===== config.mk =====
export PLATFORM = sky130hd
export DESIGN_NAME = store_unit_ctrl
export DESIGN_NICKNAME = d
export VERILOG_FILES = /design/src/rtl/store_unit_ctrl.sv
export SDC_FILE = /design/constraint.sdc
export NUM_CORES = 1
export LEC_CHECK = 0
export BUFFER_PORTS_ARGS = -buffer_cell sky130_fd_sc_hd__buf_4
export CORE_MARGIN = 3
export CORE_UTILIZATION = 47
export DETAILED_ROUTE_END_ITERATION = 6
export PLACE_DENSITY = 0.84
export REMOVE_ABC_BUFFERS = 1
export SYNTH_ARGS = -nofsm -noshare
export SYNTH_HDL_FRONTEND = slang
export SYNTH_SLANG_ARGS = --single-unit

===== constraint.sdc =====
create_clock -name clk -period 2.33 [get_ports clk]
set_input_delay 0.233 -clock clk [delete_from_list [all_inputs] [get_ports clk]]
set_output_delay 0.233 -clock clk [all_outputs]
set_load 0.03 [all_outputs]

===== src/rtl/store_unit_ctrl.sv =====
// Store-path sequencer: aligns store data onto byte lanes, checks legality and
// drives a one-entry posted req/ack write to data memory.
module store_unit_ctrl #(
  parameter int unsigned MAX_WAIT = 15
) (
  input  logic        clk,
  input  logic        rst_n,
  input  logic        st_valid,
  input  logic [1:0]  st_op,
  input  logic [31:0] st_addr,
  input  logic [31:0] st_data,
  input  logic        flush,
  output logic        st_stall,
  output logic        st_done,
  output logic        st_err,
  output logic [1:0]  err_code,
  output logic [31:0] err_addr,
  output logic        mem_req,
  output logic [31:0] mem_addr,
  output logic [31:0] mem_wdata,
  output logic [3:0]  mem_be,
  input  logic        mem_ack
);

  localparam int unsigned CW = (MAX_WAIT > 0) ? $clog2(MAX_WAIT + 1) : 1;
  localparam logic [CW-1:0] CNT_LIMIT = CW'((MAX_WAIT > 0) ? (MAX_WAIT - 1) : 0);
  localparam logic          TIMEOUT_EN = (MAX_WAIT != 0);

  localparam logic [1:0] S_IDLE = 2'd0;
  localparam logic [1:0] S_REQ  = 2'd1;
  localparam logic [1:0] S_ERR  = 2'd2;

  localparam logic [1:0] OP_SB = 2'b00;
  localparam logic [1:0] OP_SH = 2'b01;
  localparam logic [1:0] OP_SW = 2'b10;
  localparam logic [1:0] OP_IL = 2'b11;

  localparam logic [1:0] EC_MISALIGN = 2'b01;
  localparam logic [1:0] EC_TIMEOUT  = 2'b10;
  localparam logic [1:0] EC_ILLEGAL  = 2'b11;

  logic [1:0]    state, state_nxt;
  logic [CW-1:0] cnt, cnt_nxt;
  logic [31:0]   addr_hold, addr_hold_nxt;
  logic          st_done_nxt, st_err_nxt, mem_req_nxt;
  logic [1:0]    err_code_nxt;
  logic [31:0]   err_addr_nxt, mem_addr_nxt, mem_wdata_nxt;
  logic [3:0]    mem_be_nxt;

  logic          accept, illegal_op, misaligned, timeout_hit;
  logic [1:0]    off;
  logic [31:0]   lane_wdata;
  logic [3:0]    lane_be;

  // Lane alignment, byte enables and legality of the incoming store
  always_comb begin
    off        = st_addr[1:0];
    lane_wdata = st_data << {off, 3'b000};
    illegal_op = (st_op == OP_IL);
    misaligned = 1'b0;
    lane_be    = 4'b0000;
    case (st_op)
      OP_SB: lane_be = 4'b0001 << off;
      OP_SH: begin
        lane_be    = 4'b0011 << off;
        misaligned = off[0];
      end
      OP_SW: begin
        lane_be    = 4'b1111;
        misaligned = (off != 2'b00);
      end
      default: lane_be = 4'b0000;
    endcase
  end

  assign accept      = st_valid & ~flush & (state == S_IDLE);
  assign st_stall    = st_valid & ~flush & (state != S_IDLE);
  assign timeout_hit = TIMEOUT_EN && (cnt == CNT_LIMIT);

  // Next-state and next-value logic for every registered output
  always_comb begin
    state_nxt     = state;
    cnt_nxt       = cnt;
    addr_hold_nxt = addr_hold;
    mem_addr_nxt  = mem_addr;
    mem_wdata_nxt = mem_wdata;
    mem_be_nxt    = mem_be;
    err_code_nxt  = err_code;
    err_addr_nxt  = err_addr;
    st_done_nxt   = 1'b0;
    st_err_nxt    = 1'b0;
    case (state)
      S_IDLE: begin
        if (accept) begin
          if (illegal_op) begin
            err_code_nxt = EC_ILLEGAL;
            err_addr_nxt = st_addr;
            st_err_nxt   = 1'b1;
            state_nxt    = S_ERR;
          end else if (misaligned) begin
            err_code_nxt = EC_MISALIGN;
            err_addr_nxt = st_addr;
            st_err_nxt   = 1'b1;
            state_nxt    = S_ERR;
          end else begin
            addr_hold_nxt = st_addr;
            mem_addr_nxt  = {st_addr[31:2], 2'b00};
            mem_wdata_nxt = lane_wdata;
            mem_be_nxt    = lane_be;
            cnt_nxt       = '0;
            state_nxt     = S_REQ;
          end
        end
      end
      S_REQ: begin
        if (mem_ack) begin
          st_done_nxt = 1'b1;
          state_nxt   = S_IDLE;
        end else if (timeout_hit) begin
          st_err_nxt   = 1'b1;
          err_code_nxt = EC_TIMEOUT;
          err_addr_nxt = addr_hold;
          state_nxt    = S_IDLE;
        end else if (cnt != {CW{1'b1}}) begin
          cnt_nxt = cnt + CW'(1);
        end
      end
      S_ERR:   state_nxt = S_IDLE;
      default: state_nxt = S_IDLE;
    endcase
    mem_req_nxt = (state_nxt == S_REQ);
  end

  // State and output registers
  always_ff @(posedge clk or negedge rst_n) begin
    if (!rst_n) begin
      state     <= S_IDLE;
      cnt       <= '0;
      addr_hold <= '0;
      mem_req   <= 1'b0;
      mem_addr  <= '0;
      mem_wdata <= '0;
      mem_be    <= '0;
      st_done   <= 1'b0;
      st_err    <= 1'b0;
      err_code  <= '0;
      err_addr  <= '0;
    end else begin
      state     <= state_nxt;
      cnt       <= cnt_nxt;
      addr_hold <= addr_hold_nxt;
      mem_req   <= mem_req_nxt;
      mem_addr  <= mem_addr_nxt;
      mem_wdata <= mem_wdata_nxt;
      mem_be    <= mem_be_nxt;
      st_done   <= st_done_nxt;
      st_err    <= st_err_nxt;
      err_code  <= err_code_nxt;
      err_addr  <= err_addr_nxt;
    end
  end

endmodule


Word-level counts from Yosys, hierarchy flattened:

Index checks and enable logic that the tools add are counted.

* $add $sub $neg: 1
* equality and inequality tests: 15
* shift operators: 3
* mux-type cells: 35
* bitwise gates (word level): 6
* reductions and logical operators: 8

Operator list (count)
* $mux W32: 5
* $pmux W32 S2: 1
* $shl A32 B5 Y32: 1
* $mux W4: 6
* $mux W2: 10
* $ne A2 B2 Y1 const B: 7
* $pmux W4 S3: 1
* $pmux W2 S2: 2
* $pmux W4 S2: 1
* $mux W1: 7
* $reduce_and A7 Y1: 1
* $eq A2 B1 Y1 const B: 3
* $reduce_bool A2 Y1: 3
* $reduce_and A5 Y1: 1
* $add A4 B1 Y4 const B: 1
* $eq A2 B2 Y1 const B: 2
* $eq A4 B4 Y1 const B: 1
* $logic_not A2 Y1: 2
* $ne A4 B4 Y1 const B: 1
* $pmux W1 S2: 2
* $reduce_and A4 Y1: 1
* $shl A1 B2 Y4 const A: 1
* $shl A2 B2 Y4 const A: 1
* $and A1 B1 Y1: 3
* 2 further kinds: 4

* flip-flop bits (word level): 141
* output and inout bits: 106

Logic depth before layout (Yosys ltp):

* word-level depth: 7
* mapped depth: 8

Worst setup path after synthesis:

OpenSTA, ideal clock, no wires.

* path type: input to register
* from: input st_op[0]
* to: register addr_hold[0]
* arrival: 1.652 ns
* required time: 2.205 ns
* setup slack: 0.554 ns
* stages on the path: 6
* path buffers: 2
* path through: inv_1 ha_1 o311ai_1 buf_2 buf_4 mux2_2

* cells in the longest elaborated chain, start to end: 4

RTL lines
* start, declared: RTL line 9 `input logic [1:0] st_op,`
* $eq A2 B2 Y1 / $eq A2 B1 Y1 (equally long branches): RTL line 62 `case (st_op)`
* $pmux W1 S2: RTL line 62
* $not A1 Y1 (no line)
* $reduce_and A4 Y1 (no line) *
* end signal, assigned: RTL line 151 `addr_hold <= addr_hold_nxt;`
* end, declared: RTL line 44 `logic [31:0] addr_hold, addr_hold_nxt;`

Mark *: on every way between the ends. The rest lies on a longest branch, timed or not.
A chain may end at the register's enable or synchronous reset.

Final worst setup path:

* from: register state[1]
* to: register err_addr[7]

* cells in the longest elaborated chain, start to end: 4

RTL lines
* start, declared: RTL line 42 `logic [1:0] state, state_nxt;`
* start signal, assigned: RTL line 149 `state <= state_nxt;`
* $logic_not A2 Y1: RTL line 76, 92
* $and A1 B1 Y1: RTL line 76 `assign accept = st_valid & ~flush & (state == S_IDLE);`
* $ne A2 B2 Y1 (no line)
* $reduce_and A5 Y1 (no line)
* end signal, assigned: RTL line 159 `err_addr <= err_addr_nxt;`
* end, declared: RTL line 17 `output logic [31:0] err_addr,`

Parallel ways exist; a longest one is shown, timed or not.

==> summary.md <==
| Metric | Value |
|---|---|
| Worst-Margin Slew | `554 ps` |
| RSZ-0062 raised after global routing | `false` |
| Die Height | `113 um` |
| F_max | `0.512 GHz` |
| Core area | `~0.011 sq mm` |
| IO Port Bufs | `174` |
| Hold WS | `about 110 ps` |
| Worst Path Arrival | `2180 ps` |
| Fill count | `between 800 and 900` |
| Post-synthesis instance total | `450` |
| Global Route Usage Sum | `0.199` |
| Die extent in x | `113 um` |
| Synth area leader | `dfrtp_1` |
| Mux cell area share after synthesis | `0.247` |
| XOR/XNOR Fraction of Synth Area | `0` |
| Cell Pwr Density | `about 1100 mW/mm^2` |
| Yosys Warn Count | `0` |
| Total wire length | `between 10 and 15 mm` |
| Top-count cell post-synth | `dfrtp_1` |
| DP HPWL | `between 9 and 10 mm` |
| FFs w/ async S/R, synth | `1.00` |
| Row count | `38` |
| Yosys reg bits | `111` |
| Worst Skew | `3.51 ps` |
| Initial antenna violation count | `0` |
| FF/Latch Area | `0.00278 sq mm` |
| Post-Synth Adder-Cell Area | `0.0116` |
| Final worst slack | `377 ps` |
| Largest family of logic cells by synthesized area | `multiplexers` |
| Multi-input gate area | `approximately 0.0022 sq mm` |
| Worst setup SP type | `flip-flop` |
| Largest cells by area after synthesis | `dfrtp_1, mux2_2, mux2_1, buf_4, mux2i_1` |
| Post-synth top cells | `dfrtp_1, mux2_2, nand2_1, buf_4, mux2_1` |
| Vias in the first global route | `4,086` |
| Fin. Hold Viols | `0` |
| Cell variety after synth | `36` |
| Relative slew margins | `0.631` |
| GRT overflow | `0` |
| Routed wire per std cell | `17.0 um` |
| CP endpoint kind | `flip-flop` |
| Max-Cap Viols | `0` |
| Slew Limit Fails | `0` |
| Drt pass-1 iters | `4` |
| Residual DRC | `0` |
| RePlAce Congestion | `0.824` |
| Top cell type's share of synthesized area | `0.515` |
| Worst hold path type | `in -> reg` |
| Post-Layout Inst Area | `0.00696 sq mm` |
| Leakage | `3.30 nW` |
| Initial core utilization | `0.489` |
| Share of layout cells above drive strength 1 | `0.479` |
| Largest fanout on the critical path | `34` |
| Clk slew on worst S/H paths | `70 ps` |
| Mean Syn Cell Area | `12.0 sq um` |
| Clock net sink count | `about 110` |
| Ports | `177` |
| Longest Clk Path Bufs | `2` |
| Final period util | `0.838` |
| Tmin final | `1950 ps` |
| Clock latency on the worst-skew pair | `350 ps` |
| # nets final | `approximately 660` |
| Largest net degree at the start of global routing | `74` |
| DRT iter0 DRCs | `213` |
| Placement Cell Area | `0.00666 sq mm` |
| Post-synth EDFFs | `0` |
| Clk root buf | `clkbuf_16` |
| Placement Setup Slack | `316 ps` |
| Data required, critical path | `around 2600 ps` |
| Post-CTS setup buffers | `0` |
| Area delta synth->final | `29.1%` |
| Synth Area in Compound Gates | `0.0814` |
| CTS tree | `built` |
| Crit Path Class | `reg -> reg` |
| Die Area | `approximately 0.013 sq mm` |
| IR drop worst, VDD | `0.656 mV` |
| Vias/cell | `between 5 and 6` |
| Status | `completed` |
| Number of routed nets with antenna violations | `0` |
| Via count | `approximately 3.9k` |
| Finish-stage setup viols | `0` |
| First-pass GRT wire length | `20.4 mm` |
| Cts bufs inserted | `9` |
| Diode count | `0` |
| Clock H-tree levels | `3` |
| Main flop type after synthesis | `dfrtp_1` |
| Sequential-to-total area share from yosys stat | `0.515` |
| Mapped Area | `0.00539 sq mm` |
| Post-Synth Simple-Gate Area | `0.0663` |
==> registers in the layout, summed over array words and instances, names as in the netlist <==
| signal | flops |
|---|---|
| addr_hold | 32 |
| err_addr | 32 |
| mem_wdata | 32 |
| cnt | 4 |
| mem_be | 4 |
| err_code | 2 |
| state | 2 |
| mem_req | 1 |
| st_done | 1 |
| st_err | 1 |
==> layout make-up <==
class,instances,share of cell area
inverters,5,0.00269
multi-input cells,275,0.319
clock buffers,13,0.0402
clock inverters,3,0.00216
well taps,140,0.0252
repair buffers,186,0.212
flip-flops and latches,111,0.399
==> cell usage in the layout (no fill, tap or decap), types with 2 or more instances in the layout <==
master,count
ha_1,5
clkbuf_8,4
buf_4,179
clkinv_2,3
conb_1,2
o31ai_1,8
mux2_2,77
nand2_1,42
a211oi_1,8
dfrtp_1,111
nor3b_1,3
clkbuf_16,9
nor2_1,13
a21boi_0,2
a21oi_1,19
o21ai_0,22
inv_1,5
o31a_1,2
mux2i_1,16
mux2_1,27
nand3_1,4
buf_12,6
nor2b_1,10
a22o_1,2
==> routing by layer <==
layer,GRT usage,up-vias,wire (um)
met5,0,-,0
met4,0.0769,0,207
met1,0.242,1870,5170
li1,-,1811,-
met2,0.318,167,5640
met3,0.0829,13,1420
==> path summary, 6_finish.rpt <==
path	slack, ps	from	cells past startpoint	to
worst max register to register	380	state[1]$_DFF_PN0_	5	err_addr[7]$_DFFE_PN0P_
worst min-delay path	110	mem_ack	2	st_done$_DFF_PN0_
min in group asynchronous	450	rst_n	2	addr_hold[0]$_DFFE_PN0P_
worst max-delay path	380	state[1]$_DFF_PN0_	5	err_addr[7]$_DFFE_PN0P_
worst min register to register	480	mem_wdata[8]$_DFFE_PN0P_	2	mem_wdata[8]$_DFFE_PN0P_
max in group asynchronous	1160	rst_n	3	err_addr[20]$_DFFE_PN0P_
==> stage by stage <==
stage,util,setup TNS (ps),power (mW),instances
after CTS,0.631,0,7.53,733
after detailed placement,0.604,0,5.99,716
final,0.631,0,7.44,733
after floorplan,-,-398040,4.64,391
after global placement,0.604,0,5.88,716
after global routing,0.631,0,7.85,733
==> report_power, final <==
part           leakage [nW]  internal [mW]  switching, mW
logic                  1.79           1.27           1.79
clock network         0.151          0.837          0.664
registers              1.37           2.50          0.375
total                  3.30           4.61           2.83
==> timing repair <==
item / 4_1_cts / 5_1_grt
hold endpoints to repair: 41 / 0
hold buffers: 1 / 0
gates resized for setup: 0 / 0
==> logic make-up (layout without fill, tap and decap cells) <==
| logic type | Yosys count | count (layout) |
|---|---|---|
| multiplexers | 120 | 120 |
| flip-flops | 111 | 111 |
| AND/OR/NAND/NOR | 78 | 78 |
| AO/OA/AOI/OAI | 70 | 70 |
| buffers and inverters | 65 | 207 |
| adder cells (fa/ha/maj) | 5 | 5 |
| other | 1 | 2 |
==> critical path, cell delays in order (launching register included) <==
cell,delay (ps)
dfrtp_1,440
nor4b_2,410
inv_1,160
o21ai_4,190
buf_12,230
mux2_2,360
Power figures use the tool's default switching activity.
